==> src/rtl/conv_pass_scheduler_if.sv <==
// Handshake and index bundle between the layer sequencer and the weight
// loader, feature-map reader and layer control chain.
interface conv_pass_scheduler_if #(
    parameter int ADDR_W = 16,
    parameter int IDX_W  = 8
);
    logic              start;
    logic              weight_ready;
    logic              stall_in;
    logic              pass_done_in;
    logic              busy;
    logic              weight_load_req;
    logic              feed_valid;
    logic [ADDR_W-1:0] pixel_addr;
    logic [IDX_W-1:0]  channel_idx;
    logic [IDX_W-1:0]  filter_idx;
    logic              first_channel;
    logic              last_channel;
    logic              layer_done;

    modport master (
        input  start, weight_ready, stall_in, pass_done_in,
        output busy, weight_load_req, feed_valid, pixel_addr,
               channel_idx, filter_idx, first_channel, last_channel, layer_done
    );

    modport slave (
        output start, weight_ready, stall_in, pass_done_in,
        input  busy, weight_load_req, feed_valid, pixel_addr,
               channel_idx, filter_idx, first_channel, last_channel, layer_done
    );
endinterface

==> src/rtl/conv_pass_scheduler.sv <==
// Layer sequencer: runs one weight-load / plane-stream / drain pass for every
// (output filter, input channel) pair of a convolution layer.
module conv_pass_scheduler #(
    parameter int WIDTH       = 5,
    parameter int NUM_CH      = 3,
    parameter int NUM_FILTERS = 64,
    parameter int ADDR_W      = 16,
    parameter int IDX_W       = 8
) (
    input logic                   clk,
    input logic                   rst,
    conv_pass_scheduler_if.master bus
);

    typedef enum logic [2:0] {IDLE, LOAD, STREAM, DRAIN, DONE} state_t;

    localparam logic [ADDR_W-1:0] LAST_ADDR   = ADDR_W'(WIDTH * WIDTH - 1);
    localparam logic [IDX_W-1:0]  LAST_CH     = IDX_W'(NUM_CH - 1);
    localparam logic [IDX_W-1:0]  LAST_FILTER = IDX_W'(NUM_FILTERS - 1);

    state_t            state_q, state_d;
    logic              busy_q, busy_d;
    logic              weight_load_req_q, weight_load_req_d;
    logic              feed_valid_q, feed_valid_d;
    logic [ADDR_W-1:0] pixel_addr_q, pixel_addr_d;
    logic [IDX_W-1:0]  channel_idx_q, channel_idx_d;
    logic [IDX_W-1:0]  filter_idx_q, filter_idx_d;
    logic              first_channel_q, first_channel_d;
    logic              last_channel_q, last_channel_d;
    logic              layer_done_q, layer_done_d;

    // stall_in is registered through feed_valid_q: a stall sampled at an edge
    // suppresses the beat presented in the following cycle, and pixel_addr
    // then shows the next address still to be issued.
    always_comb begin
        state_d       = state_q;
        feed_valid_d  = 1'b0;
        pixel_addr_d  = pixel_addr_q;
        channel_idx_d = channel_idx_q;
        filter_idx_d  = filter_idx_q;

        unique case (state_q)
            IDLE: begin
                if (bus.start) begin
                    state_d       = LOAD;
                    channel_idx_d = '0;
                    filter_idx_d  = '0;
                end
            end
            LOAD: begin
                if (bus.weight_ready) begin
                    state_d      = STREAM;
                    pixel_addr_d = '0;
                    feed_valid_d = !bus.stall_in;
                end
            end
            STREAM: begin
                if (feed_valid_q && (pixel_addr_q == LAST_ADDR)) begin
                    state_d      = DRAIN;
                    pixel_addr_d = '0;
                end else begin
                    pixel_addr_d = feed_valid_q ? pixel_addr_q + ADDR_W'(1) : pixel_addr_q;
                    feed_valid_d = !bus.stall_in;
                end
            end
            DRAIN: begin
                if (bus.pass_done_in) begin
                    if (channel_idx_q == LAST_CH) begin
                        if (filter_idx_q == LAST_FILTER) begin
                            state_d = DONE;
                        end else begin
                            channel_idx_d = '0;
                            filter_idx_d  = filter_idx_q + IDX_W'(1);
                            state_d       = LOAD;
                        end
                    end else begin
                        channel_idx_d = channel_idx_q + IDX_W'(1);
                        state_d       = LOAD;
                    end
                end
            end
            DONE: begin
                state_d = IDLE;
            end
            default: begin
                state_d = IDLE;
            end
        endcase

        busy_d            = (state_d == LOAD) || (state_d == STREAM) || (state_d == DRAIN);
        weight_load_req_d = (state_d == LOAD);
        layer_done_d      = (state_d == DONE);
        first_channel_d   = busy_d && (channel_idx_d == '0);
        last_channel_d    = busy_d && (channel_idx_d == LAST_CH);
    end

    always_ff @(posedge clk or negedge rst) begin
        if (!rst) begin
            state_q           <= IDLE;
            busy_q            <= 1'b0;
            weight_load_req_q <= 1'b0;
            feed_valid_q      <= 1'b0;
            pixel_addr_q      <= '0;
            channel_idx_q     <= '0;
            filter_idx_q      <= '0;
            first_channel_q   <= 1'b0;
            last_channel_q    <= 1'b0;
            layer_done_q      <= 1'b0;
        end else begin
            state_q           <= state_d;
            busy_q            <= busy_d;
            weight_load_req_q <= weight_load_req_d;
            feed_valid_q      <= feed_valid_d;
            pixel_addr_q      <= pixel_addr_d;
            channel_idx_q     <= channel_idx_d;
            filter_idx_q      <= filter_idx_d;
            first_channel_q   <= first_channel_d;
            last_channel_q    <= last_channel_d;
            layer_done_q      <= layer_done_d;
        end
    end

    assign bus.busy            = busy_q;
    assign bus.weight_load_req = weight_load_req_q;
    assign bus.feed_valid      = feed_valid_q;
    assign bus.pixel_addr      = pixel_addr_q;
    assign bus.channel_idx     = channel_idx_q;
    assign bus.filter_idx      = filter_idx_q;
    assign bus.first_channel   = first_channel_q;
    assign bus.last_channel    = last_channel_q;
    assign bus.layer_done      = layer_done_q;

endmodule

==> src/flat_wrapper.sv <==
// flat-port wrapper written by rule: the top's interface ports become plain ports
module conv_pass_scheduler_flat 
#(
    parameter int WIDTH       = 5,
    parameter int NUM_CH      = 3,
    parameter int NUM_FILTERS = 64,
    parameter int ADDR_W      = 16,
    parameter int IDX_W       = 8
)
  (clk, rst, bus_start, bus_weight_ready, bus_stall_in, bus_pass_done_in, bus_busy, bus_weight_load_req, bus_feed_valid, bus_pixel_addr, bus_channel_idx, bus_filter_idx, bus_first_channel, bus_last_channel, bus_layer_done);
  conv_pass_scheduler_if #(.ADDR_W(ADDR_W), .IDX_W(IDX_W)) bus_i ();
  input logic clk;
  input logic rst;
  input wire logic [$bits(bus_i.start)-1:0] bus_start;
  input wire logic [$bits(bus_i.weight_ready)-1:0] bus_weight_ready;
  input wire logic [$bits(bus_i.stall_in)-1:0] bus_stall_in;
  input wire logic [$bits(bus_i.pass_done_in)-1:0] bus_pass_done_in;
  output wire logic [$bits(bus_i.busy)-1:0] bus_busy;
  output wire logic [$bits(bus_i.weight_load_req)-1:0] bus_weight_load_req;
  output wire logic [$bits(bus_i.feed_valid)-1:0] bus_feed_valid;
  output wire logic [$bits(bus_i.pixel_addr)-1:0] bus_pixel_addr;
  output wire logic [$bits(bus_i.channel_idx)-1:0] bus_channel_idx;
  output wire logic [$bits(bus_i.filter_idx)-1:0] bus_filter_idx;
  output wire logic [$bits(bus_i.first_channel)-1:0] bus_first_channel;
  output wire logic [$bits(bus_i.last_channel)-1:0] bus_last_channel;
  output wire logic [$bits(bus_i.layer_done)-1:0] bus_layer_done;
  assign bus_i.start = bus_start;
  assign bus_i.weight_ready = bus_weight_ready;
  assign bus_i.stall_in = bus_stall_in;
  assign bus_i.pass_done_in = bus_pass_done_in;
  assign bus_busy = bus_i.busy;
  assign bus_weight_load_req = bus_i.weight_load_req;
  assign bus_feed_valid = bus_i.feed_valid;
  assign bus_pixel_addr = bus_i.pixel_addr;
  assign bus_channel_idx = bus_i.channel_idx;
  assign bus_filter_idx = bus_i.filter_idx;
  assign bus_first_channel = bus_i.first_channel;
  assign bus_last_channel = bus_i.last_channel;
  assign bus_layer_done = bus_i.layer_done;
  conv_pass_scheduler #(.WIDTH(WIDTH), .NUM_CH(NUM_CH), .NUM_FILTERS(NUM_FILTERS), .ADDR_W(ADDR_W), .IDX_W(IDX_W)) u_core (.clk(clk), .rst(rst), .bus(bus_i));
endmodule
==> config.mk <==
export PLATFORM = sky130hd
export DESIGN_NAME = conv_pass_scheduler_flat
export DESIGN_NICKNAME = d
export VERILOG_FILES = /design/src/rtl/conv_pass_scheduler_if.sv /design/src/rtl/conv_pass_scheduler.sv /design/src/flat_wrapper.sv
export SDC_FILE = /design/constraint.sdc
export NUM_CORES = 1
export LEC_CHECK = 0
export CORE_MARGIN = 2
export CORE_UTILIZATION = 55
export CTS_CLUSTER_DIAMETER = 80
export DETAILED_ROUTE_END_ITERATION = 7
export GPL_ROUTABILITY_DRIVEN = 0
export GPL_TIMING_DRIVEN = 1
export HOLD_SLACK_MARGIN = 0.1
export PLACE_DENSITY = 0.84
export SLEW_MARGIN = 25
export SYNTH_ARGS = -nofsm -noshare
export SYNTH_HDL_FRONTEND = slang
export SYNTH_SLANG_ARGS = --single-unit
==> constraint.sdc <==
create_clock -name clk -period 5.95 [get_ports clk]
set_input_delay 1.4875 -clock clk [delete_from_list [all_inputs] [get_ports clk]]
set_output_delay 1.4875 -clock clk [all_outputs]
set_load 0.005 [all_outputs]
==> metrics.md, run 1 <==
| Metric | Value |
|---|---|
| Initial antenna violation count | 0 |
| Top Metal Used | met4 |
| Final worst-path cycle share | 60.8% |
| IO Port Bufs | 43 |
| Largest cells by area after synthesis | dfrtp_1, xor2_1, nand2_1 |
| Critical Path Fanout Max | 11 |
| Setup Skew | 0.00581 ns |
| Hold EP | u_core.bus.filter_idx[0]$_DFFE_PN0P_ |
| Die area | roughly 4600 sq um |
| Final core occ | 70.5% |
| Area grow syn2layout | 25.5% |
| Crit path launch type | input port |
| Yosys cell types | 53 |
| Total Routing Usage GR | 23.8% |
| Final instance count without filler cells | 319 |
| Ys flop type | dfrtp_1 |
| Layout cells sized above 1 | 7.81% |
| H-tree depth | 2 |
| Crit Path Class | in2reg |
| Die height | 67.5 um |
| Final TNS setup | 0 ns |
| Post-synthesis sequential area ratio | 46.3% |
| Dpl cells | 311 |
| Synth async-reset ratio | 100% |
| Worst VDD drop | 0.233 mV |
| Final Hold Viols | 0 |
| PostCTS Resize Cnt | 0 |
| R2R depth | 7 |
| Post-CTS Setup Inserts | 0 |
| CTS sink count | slightly above 40 |
| Post-DRT Antenna Nets | 0 |
| DR WL/cell | 15.2 um |
| CP Data Required Time | 6.14 ns |
| Vias in the first global route | between 1.5k and 2k |
| Drt total wl | approximately 4900 um |
| Worst hold start | u_core.bus.filter_idx[0]$_DFFE_PN0P_ |
| Yosys warns | 0 |
| Placement Cell Area | around 2700 sq um |
| Die Span X | 67.5 um |
| Clk_lat worst skew | 0.30 ns |
| Root Buffer | clkbuf_8 |
| Setup slack after placement | 2.08 ns |
| Syn Std Cell Area | roughly 2200 sq um |
| Max Cap Viol | 0 |
| Syn_area_per_cell | 9.89 sq um |
| Slew HR | about two fifths |
| Via density | 5.76 |
| Global-route wire length before repair | 7970 um |
| Core ar. | about 4000 sq um |
| Setup ws final | 2.34 ns |
| # setup viols final | 0 |
| Fin area | approximately 2800 sq um |
| Final Net Count | approximately 280 |
| Total iterations of the first detailed-routing run | 4 |
| WL met2 | 2440 um |
| Post-synth EDFFs | 0 |
| Antenna cells | 0 |
| R2R Setup Slk | 3.43 ns |
| WP data arrival | 3.80 ns |
| M1 wire length | 2090 um |
| Register area | 1030 sq um |
| Initial Util | between 50% and 60% |
| Footprint of the multi-input gates | 1140 sq um |
| DRC errors left | 0 |
| 1st-iter DRT viols | 84 |
| Worst setup EP type | flop |
| DP Wirelength | roughly 3400 um |
| Clock Tree Buf Depth | 2 |
| Top cell type's share of synthesized area | ~46% |
| Post-synth net total | 235 |
| CTS Hold Buffers Added | 0 |
| Least-Margin Pin Slew | 0.919 ns |
| Row cnt | 23 |
| Most frequent cells in the layout | clkdlybuf4s50_1, dfrtp_1, nand2_1, nor2_1, xor2_1 |
| R2R Path Start | u_core.bus.filter_idx[0]$_DFFE_PN0P_ |
| Pwr dens | 312 nW/um^2 |
| Met3 WL | roughly 230 um |
| Final slew viol count | 0 |
| CTS tree | yes |
| Clock Pin Slew Worst Setup and Hold Paths | 0.07 ns |
| P_leak | between 1 and 1.5 nW |
| Reg2reg end | u_core.bus.first_channel$_DFF_PN0_ |
| RSZ-0062 raised after global routing | false |
| Synth area leader | dfrtp_1 |
| Most common cell after layout, fill and taps aside | clkdlybuf4s50_1 |
| Top Ports | 44 |
| Fillers | 302 |
| F_max | 0.277 GHz |
| FF+latch count, synth | 41 |
| Largest net degree at the start of global routing | 42 |
| Outcome | completed |
| Hold Crit Depth | 1 |
| Vias | 1838 |
| TritonCTS Buffers | 5 |
| Synth Instances | 224 |
| Hold Crit Class | reg2reg |
| GR Overflow Total | 0 |
| Final min period | approximately 3.6 ns |
[power breakdown]
| group | switching (mW) | total, mW | internal [mW] |
|---|---|---|---|
| logic | 0.168 | 0.306 | 0.139 |
| registers | 0.0436 | 0.361 | 0.317 |
| clock network | 0.0966 | 0.201 | 0.105 |
| total | 0.308 | 0.868 | 0.561 |
[worst max-delay path: stages]
cell and delay (ns):
clkdlybuf4s50_1 0.55, nand4b_1 0.44, or4_1 0.65, a21oi_1 0.20, nor2_1 0.07, and4bb_1 0.22, and3b_1 0.18
[area by class of cell]
class	instances	share of cell area, %
inverter	5	0.675
clock inverter	1	0.180
timing repair buffer	44	15.6
sequential	41	36.9
clock buffer	7	3.47
multi-input combinational	171	41.0
tap	50	2.25
[stage by stage]
stage | total power, mW | hold WS [ns]
2_1_floorplan | 0.556 | 0.518
3_3_place_gp | 0.666 | 0.521
3_5_place_dp | 0.672 | 0.526
4_1_cts | 0.875 | 0.539
5_1_grt | 0.935 | 0.594
6_report | 0.868 | 0.538
[sequential cells by signal, indices dropped and copies added (netlist names)]
| signal | flops |
|---|---|
| u_core.bus.feed_valid | 1 |
| u_core.bus.filter_idx | 8 |
| u_core.bus.channel_idx | 8 |
| u_core.bus.layer_done | 1 |
| u_core.bus.first_channel | 1 |
| u_core.bus.busy | 1 |
| u_core.state_q | 3 |
| u_core.bus.weight_load_req | 1 |
| u_core.bus.pixel_addr | 16 |
| u_core.bus.last_channel | 1 |
[synthesized netlist by cell type, types with 2 or more instances]
cell type,count
nor3_1,3
nor2_1,24
and4_1,3
buf_2,5
nand4_1,8
nand2b_1,3
mux2i_1,4
xnor2_1,3
nor2b_1,2
inv_1,5
a211oi_1,2
o21ai_1,3
nor4_2,3
xor2_1,15
and3_1,6
nand3_1,13
and4bb_2,2
and2_1,4
dfrtp_1,41
a21oi_1,6
clkbuf_1,2
ha_1,5
o21ai_0,5
nand2_1,25
and3b_1,2
o31ai_1,3
[per-layer routing]
metal / vias up / GRT usage (%)
met1: 887 / 29.0
met4: 0 / 9.18
met2: 48 / 40.0
met5: - / 0
li1: 896 / -
met3: 7 / 6.33
[how the worst max path moves through the flow]
stage                     slack, ns                                  to        startpoint
after floorplan                3.08   u_core.bus.last_channel$_DFF_PN0_  bus_pass_done_in
after detailed placement       2.08  u_core.bus.first_channel$_DFF_PN0_  bus_pass_done_in
after global routing           2.22  u_core.bus.first_channel$_DFF_PN0_  bus_pass_done_in
final                          2.34  u_core.bus.first_channel$_DFF_PN0_  bus_pass_done_in
after CTS                      2.39  u_core.bus.first_channel$_DFF_PN0_  bus_pass_done_in
after global placement         2.12   u_core.bus.last_channel$_DFF_PN0_  bus_pass_done_in
[logic make-up (layout without fill, tap and decap cells)]
group           after synthesis  in the layout  synth area share, %
simple gates                113            113                 29.6
mux                           5              5                 2.32
compound gates               30             30                 9.54
buf+inv                      12             57                 2.32
xor+xnor                     18             18                 7.12
flops                        41             41                 46.3
fa+ha+maj                     5              5                 2.82
No activity file was read; power rests on OpenSTA's default activity.
==> run 2: changes to the inputs <==
Settings changed: CORE_UTILIZATION 55 to 51, PLACE_DENSITY 0.84 to 0.79.
Clock period 5.95 ns to 3.6 ns, I/O delays scaled along.
==> metrics.md, run 2 (synthesized netlist as in run 1, its figures left out) <==
| Metric | Value |
|---|---|
| Worst VDD drop | 0.229 mV (was 0.233 mV) |
| Die area | 4890 sq um (was 4550 sq um) |
| Slew HR | 61.7% (was 38.7%) |
| Crit Path Class | in2reg (unchanged) |
| GR peak layer | met2 (unchanged) |
| Crit path launch type | input port (unchanged) |
| Max Cap Viol | 0 (unchanged) |
| DRC errors left | 0 (unchanged) |
| CTS tree | yes (unchanged) |
| Final core occ | 68.7% (was 70.5%) |
| Layout cells sized above 1 | 9.16% (was 7.81%) |
| Crit path from | bus_pass_done_in (unchanged) |
| Setup slack after placement | 0.578 ns (was 2.08 ns) |
| Worst setup EP type | flop (unchanged) |
| Via density | 5.72 (was 5.76) |
| Initial Util | 54.2% (was 56.2%) |
| Antenna cells | 0 (unchanged) |
| Root Buffer | clkbuf_8 (unchanged) |
| Largest net degree at the start of global routing | 42 (unchanged) |
| Area grow syn2layout | 26.7% (was 25.5%) |
| Post-DRT Antenna Nets | 0 (unchanged) |
| Clock Pin Slew Worst Setup and Hold Paths | 0.08 ns (was 0.07 ns) |
| Vias in the first global route | 1742 (was 1704) |
| Total Routing Usage GR | 20.1% (was 23.8%) |
| Final Hold Viols | 0 (unchanged) |
| CP Data Required Time | 3.79 ns (was 6.14 ns) |
| Max reg flops | 16 (unchanged) |
| Slowest Stage Delay on Critical Path | 0.56 ns (was 0.65 ns) |
| Final Net Count | 283 (was 279) |
| Global-route wire length before repair | 7890 um (was 7970 um) |
| Met3 Resource Use GR | 3.03% (was 6.33%) |
| Row cnt | 23 (unchanged) |
| CTS sink count | 41 (unchanged) |
| Most common cell after layout, fill and taps aside | clkdlybuf4s50_1 (unchanged) |
| Hold Crit Class | in2async (was reg2reg) |
| F_max | 0.370 GHz |
| Drt total wl | 4760 um (was 4850 um) |
| CP Cell Sequence | clkdlybuf4s50_1, nand4b_1, nor4_2, mux2i_1, o21bai_1, and4bb_1, and3_1 (was clkdlybuf4s50_1, nand4b_1, or4_1, a21oi_1, nor2_1, and4bb_1, and3b_1) |
| WP data arrival | 2.89 ns (was 3.80 ns) |
| Final slew viol count | 0 (unchanged) |
| Top Ports | 44 (unchanged) |
| Pwr dens | 508 nW/um^2 (was 312 nW/um^2) |
| DP Wirelength | 3470 um (was 3380 um) |
| Critical Path Fanout Max | 6 (was 11) |
| Vias | 1849 (was 1838) |
| Initial antenna violation count | 0 (unchanged) |
| DR WL/cell | 14.7 um (was 15.2 um) |
| Fillers | 348 (was 302) |
| Met1 Usage GRT | 27.0% (was 29.0%) |
| Final TNS setup | 0 ns (unchanged) |
| RSZ-0062 raised after global routing | false (unchanged) |
| PostCTS Resize Cnt | 0 (unchanged) |
| Least-Margin Pin Slew | 0.569 ns (was 0.919 ns) |
| Max stage delay cell, worst path | clkdlybuf4s50_1 (was or4_1) |
| IO Port Bufs | 43 (unchanged) |
| Core ar. | 4090 sq um (was 3940 sq um) |
| Final min period | ~2.7 ns |
| # setup viols final | 0 (unchanged) |
| Met2 GRT Util | 32.8% (was 40.0%) |
| TritonCTS Buffers | 5 (unchanged) |
| R2R Path Start | u_core.bus.channel_idx[0]$_DFF_PN0_ (was u_core.bus.filter_idx[0]$_DFFE_PN0P_) |
| Post-CTS Setup Inserts | 0 (unchanged) |
| Die height | 69.9 um (was 67.5 um) |
| Total iterations of the first detailed-routing run | 4 (unchanged) |
| 1st-iter DRT viols | 113 (was 84) |
| Setup Skew | 0.00538 ns (was 0.00581 ns) |
| Die Span X | 69.9 um (was 67.5 um) |
| Clock Tree Buf Depth | 2 (unchanged) |
| Final worst-path cycle share | 75.1% |
| GR Overflow Total | 0 (unchanged) |
| P_leak | 1.20 nW (was 1.19 nW) |
| Most frequent cells in the layout | clkdlybuf4s50_1, dfrtp_1, nand2_1, nor2_1, xor2_1 (unchanged) |
| H-tree depth | 2 (unchanged) |
| Clk_lat worst skew | 0.29 ns (was 0.30 ns) |
| Outcome | completed (unchanged) |
| Setup ws final | 0.897 ns (was 2.34 ns) |
| CTS Hold Buffers Added | 0 (unchanged) |
==> run 2: cell count changes in the layout (fill, tap and decap cells not counted), sizes merged <==
cell	before	now
buf	2	6
clkbuf	7	5
clkinvlp	0	1
clkinv	1	2
==> run 2: routing by layer <==
metal | wire [um] | part of all wire, %
met2 | 2280 | 48
met4 | 85 | 1.8
met5 | 0 | 0
met1 | 2110 | 44
met3 | 277 | 5.8
==> run 2: worst max-delay path, delay by kind of cell <==
kind,cells,cell delay (ns)
mux,1,0.29
buf+inv,1,0.56
compound gates,1,0.14
simple gates,4,1.00
==> run 2: cell type report <==
class | instances | area, sq um | area share, %
Clock buffer | 5 | 68.8 | 2.45
Clock inverter | 3 | 17.5 | 0.624
Inverter | 5 | 18.8 | 0.668
Multi-Input combinational cell | 171 | 1140 | 40.6
Sequential cell | 41 | 1030 | 36.5
Tap cell | 50 | 62.6 | 2.23
Timing Repair Buffer | 48 | 475 | 16.9
==> run 2: where the power goes <==
group	internal, mW	total, mW	switching [mW]	leakage, nW
registers	0.524	0.600	0.0756	0.559
logic	0.252	0.531	0.280	0.600
clock network	0.134	0.295	0.161	0.0439
total	0.910	1.43	0.516	1.20
==> run 2: through the flow <==
stage	hold slack, ns	cells	cell area (sq um)	power, mW
floorplan	0.518	224	2220	0.919
global placement	0.525	314	2700	1.13
detailed placement	0.536	314	2700	1.13
CTS	0.552	322	2790	1.43
global route	0.468	323	2810	1.53
finish	0.466	323	2810	1.43
==> run 2: worst paths after layout <==
path	end	slack, ns	depth (start not counted)
max	u_core.bus.last_channel$_DFF_PN0_	0.90	7
min	u_core.bus.pixel_addr[13]$_DFFE_PN0P_	0.47	1
max reg2reg	u_core.bus.last_channel$_DFF_PN0_	1.19	8
min reg2reg	u_core.bus.filter_idx[0]$_DFFE_PN0P_	0.54	1
max in group asynchronous	u_core.bus.pixel_addr[9]$_DFFE_PN0P_	2.70	2
min in group clk	u_core.bus.filter_idx[0]$_DFFE_PN0P_	0.54	1
==> variant: new RTL, config.mk and constraints of run 1 <==
Re-encode `state_t` (5 states) as Gray code, 3 bits wide.
--- a/src/rtl/conv_pass_scheduler.sv
+++ b/src/rtl/conv_pass_scheduler.sv
@@ -14,3 +14,3 @@
 
-    typedef enum logic [2:0] {IDLE, LOAD, STREAM, DRAIN, DONE} state_t;
+    typedef enum logic [2:0] {IDLE = 3'b000, LOAD = 3'b001, STREAM = 3'b011, DRAIN = 3'b010, DONE = 3'b110} state_t;
 
Behaviour: no difference found for any inputs over 10 cycles, from zero or initial values and one cycle with rst low; not proved beyond that.
==> variant against run 1 <==
  * Setup slack gained 0.39 ns
  * Design area shrank 1.3%
  * Power shrank 1.3%
  * Sequential cell count is the same
  * Synthesized cell count grew 2.2%
  * Synthesized area shrank 0.79%
  * Clock power shrank 9%
  * Wire length grew 2.1%
==> variant: results (changes against run 1) <==
Highest ir drop seen on vdd: 0.1584 mV (-32%). The tools report the clock root buffer as sky130_fd_sc_hd__clkbuf_8. The flip-flop and latch power is 0.000378 W (+5%).

Classification of the worst-slack hold path: register to register. The tools report the internal power as 0.0005352 W (-4.5%). The synthesized area per cell was 9.600 um2 (-3.0%).

The worst slew margin relative to its limit was 40.11% (+1.4 points). After synthesis, the most frequently instantiated cells are sky130_fd_sc_hd__dfrtp_1, sky130_fd_sc_hd__nand2_1, sky130_fd_sc_hd__nor2_1, sky130_fd_sc_hd__xor2_1, sky130_fd_sc_hd__nand3_1. The clock latency on the worst-skew pair came out at 0.30 ns (about the same).

The run gives 1.170 nW (-1.7%) as the leakage power summed over all cells. The peak fanout along the critical path works out to 8 (-3). The sequential area share after synthesis was 46.67% (+0.37 points). The switching power was 0.0003221 W (+4.6%).

In this run the critical register-to-register path is launched from u_core.bus.pixel_addr[7]. Worst-case setup slack after placement: 2.426 ns (+0.3445 ns). For this design, the slowest cell found on the critical path is sky130_fd_sc_hd__clkdlybuf4s50_1. Share of async-settable or async-resettable flops after synthesis: 100.0% (unchanged).

The tools report the capture point of the worst reg-to-reg path as u_core.bus.pixel_addr[10]. Number of nets produced by synthesis: 240 (+2.1%). The fraction of final layout cells sized beyond drive strength 1 was 8.364% (+0.56 points); the detailed router's first-iteration violation count was 109 (+30%). The flow ran to the end, and the final reports show no timing, DRC or antenna violations.

The tools report the worst path setup slack after routing as 2.729 ns (+0.3935 ns). The number of synthesized flops with an enable pin was 0 (unchanged); the worst stage delay on the critical path was 0.62 ns (-0.03 ns). By area the synthesized netlist is led by sky130_fd_sc_hd__dfrtp_1, sky130_fd_sc_hd__xor2_1, sky130_fd_sc_hd__nand2_1. For the total number of vias, the log shows 1873 (+1.9%). Primary flip-flop cell chosen by synthesis mapping: sky130_fd_sc_hd__dfrtp_1. The detailed placement HPWL was 3550 um (+4.9%).

The logs give 323 (+1.3%) for the number of standard cells in the layout, taps in and fillers out and 8142 um (+2.2%) for the first-pass GRT wire length. The unique cell type count in the Yosys netlist was 50 (-5.7%); the final antenna diode count was 0 (unchanged). The post-route clock skew is 0.005868 ns (+0.00005712 ns). The depth of the worst register-to-register path was 5 (-2).

The run gives 4951 um (+2.1%) as the total detailed-routing wirelength. The capture point of the worst path was u_core.bus.filter_idx[7]. The total of fill cells in the finished design was 301 (-0.33%). The tools report the total placed instance area as 2658 um2 (-0.79%). The logs give 1743 (+2.3%) for the via count of the first global-routing pass and 3.36 ns (-0.07 ns) for the flop-to-flop setup slack. The number of antenna violations at the first check in global routing was 0 (unchanged); the overall global routing resource usage was 23.97% (+0.20 points). The run gives 285 (+2.2%) as the final net count. The clock network power consumption came out at 0.000182 W (-9%).
variant: cell families after synthesis:
kind of cell             synth area share, %
AND/OR/NAND/NOR                        30.17
flip-flops                             46.67
AO/OA/AOI/OAI                          9.847
XOR/XNOR                               7.171
buffers and inverters                  2.390
adder cells (fa/ha/maj)                2.846
multiplexers                          0.9107
variant: layer usage:
layer / wire, um / track usage (%) / up-vias
met5: 0 / 0 / -
met4: 60 / 6.122 / 0
met3: 235 / 4.000 / 7
met2: 2379 / 39.48 / 45
met1: 2275 / 33.01 / 913
li1: - / - / 908
variant: worst min-delay path by stage:
stage	startpoint	end	slack (ns)	cells after the start
2_1_floorplan	u_core.bus.pixel_addr[0]	u_core.bus.pixel_addr[0]	0.54	1
3_3_place_gp	u_core.bus.pixel_addr[15]	u_core.bus.pixel_addr[15]	0.55	2
3_5_place_dp	u_core.bus.pixel_addr[15]	u_core.bus.pixel_addr[15]	0.56	2
4_1_cts	u_core.bus.pixel_addr[0]	u_core.bus.pixel_addr[0]	0.58	1
5_1_grt	u_core.bus.pixel_addr[12]	u_core.bus.pixel_addr[12]	0.62	2
6_report	u_core.bus.pixel_addr[15]	u_core.bus.pixel_addr[15]	0.58	2
variant: critical path: cells and delay by family:
kind	cells	cell delay (ns)
compound gates	2	0.59
buf+inv	1	0.62
simple gates	3	0.75
variant: layout make-up:
| cell class | instances | area (um2) | share of cell area [%] |
|---|---|---|---|
| Inverter | 7 | 26.28 | 0.9576 |
| Sequential cell | 41 | 1026 | 37.39 |
| Timing Repair Buffer | 43 | 425.4 | 15.50 |
| Multi-Input combinational cell | 176 | 1120 | 40.81 |
| Clock inverter | 3 | 17.52 | 0.6384 |
| Tap cell | 48 | 60.06 | 2.189 |
| Clock buffer | 5 | 68.82 | 2.508 |
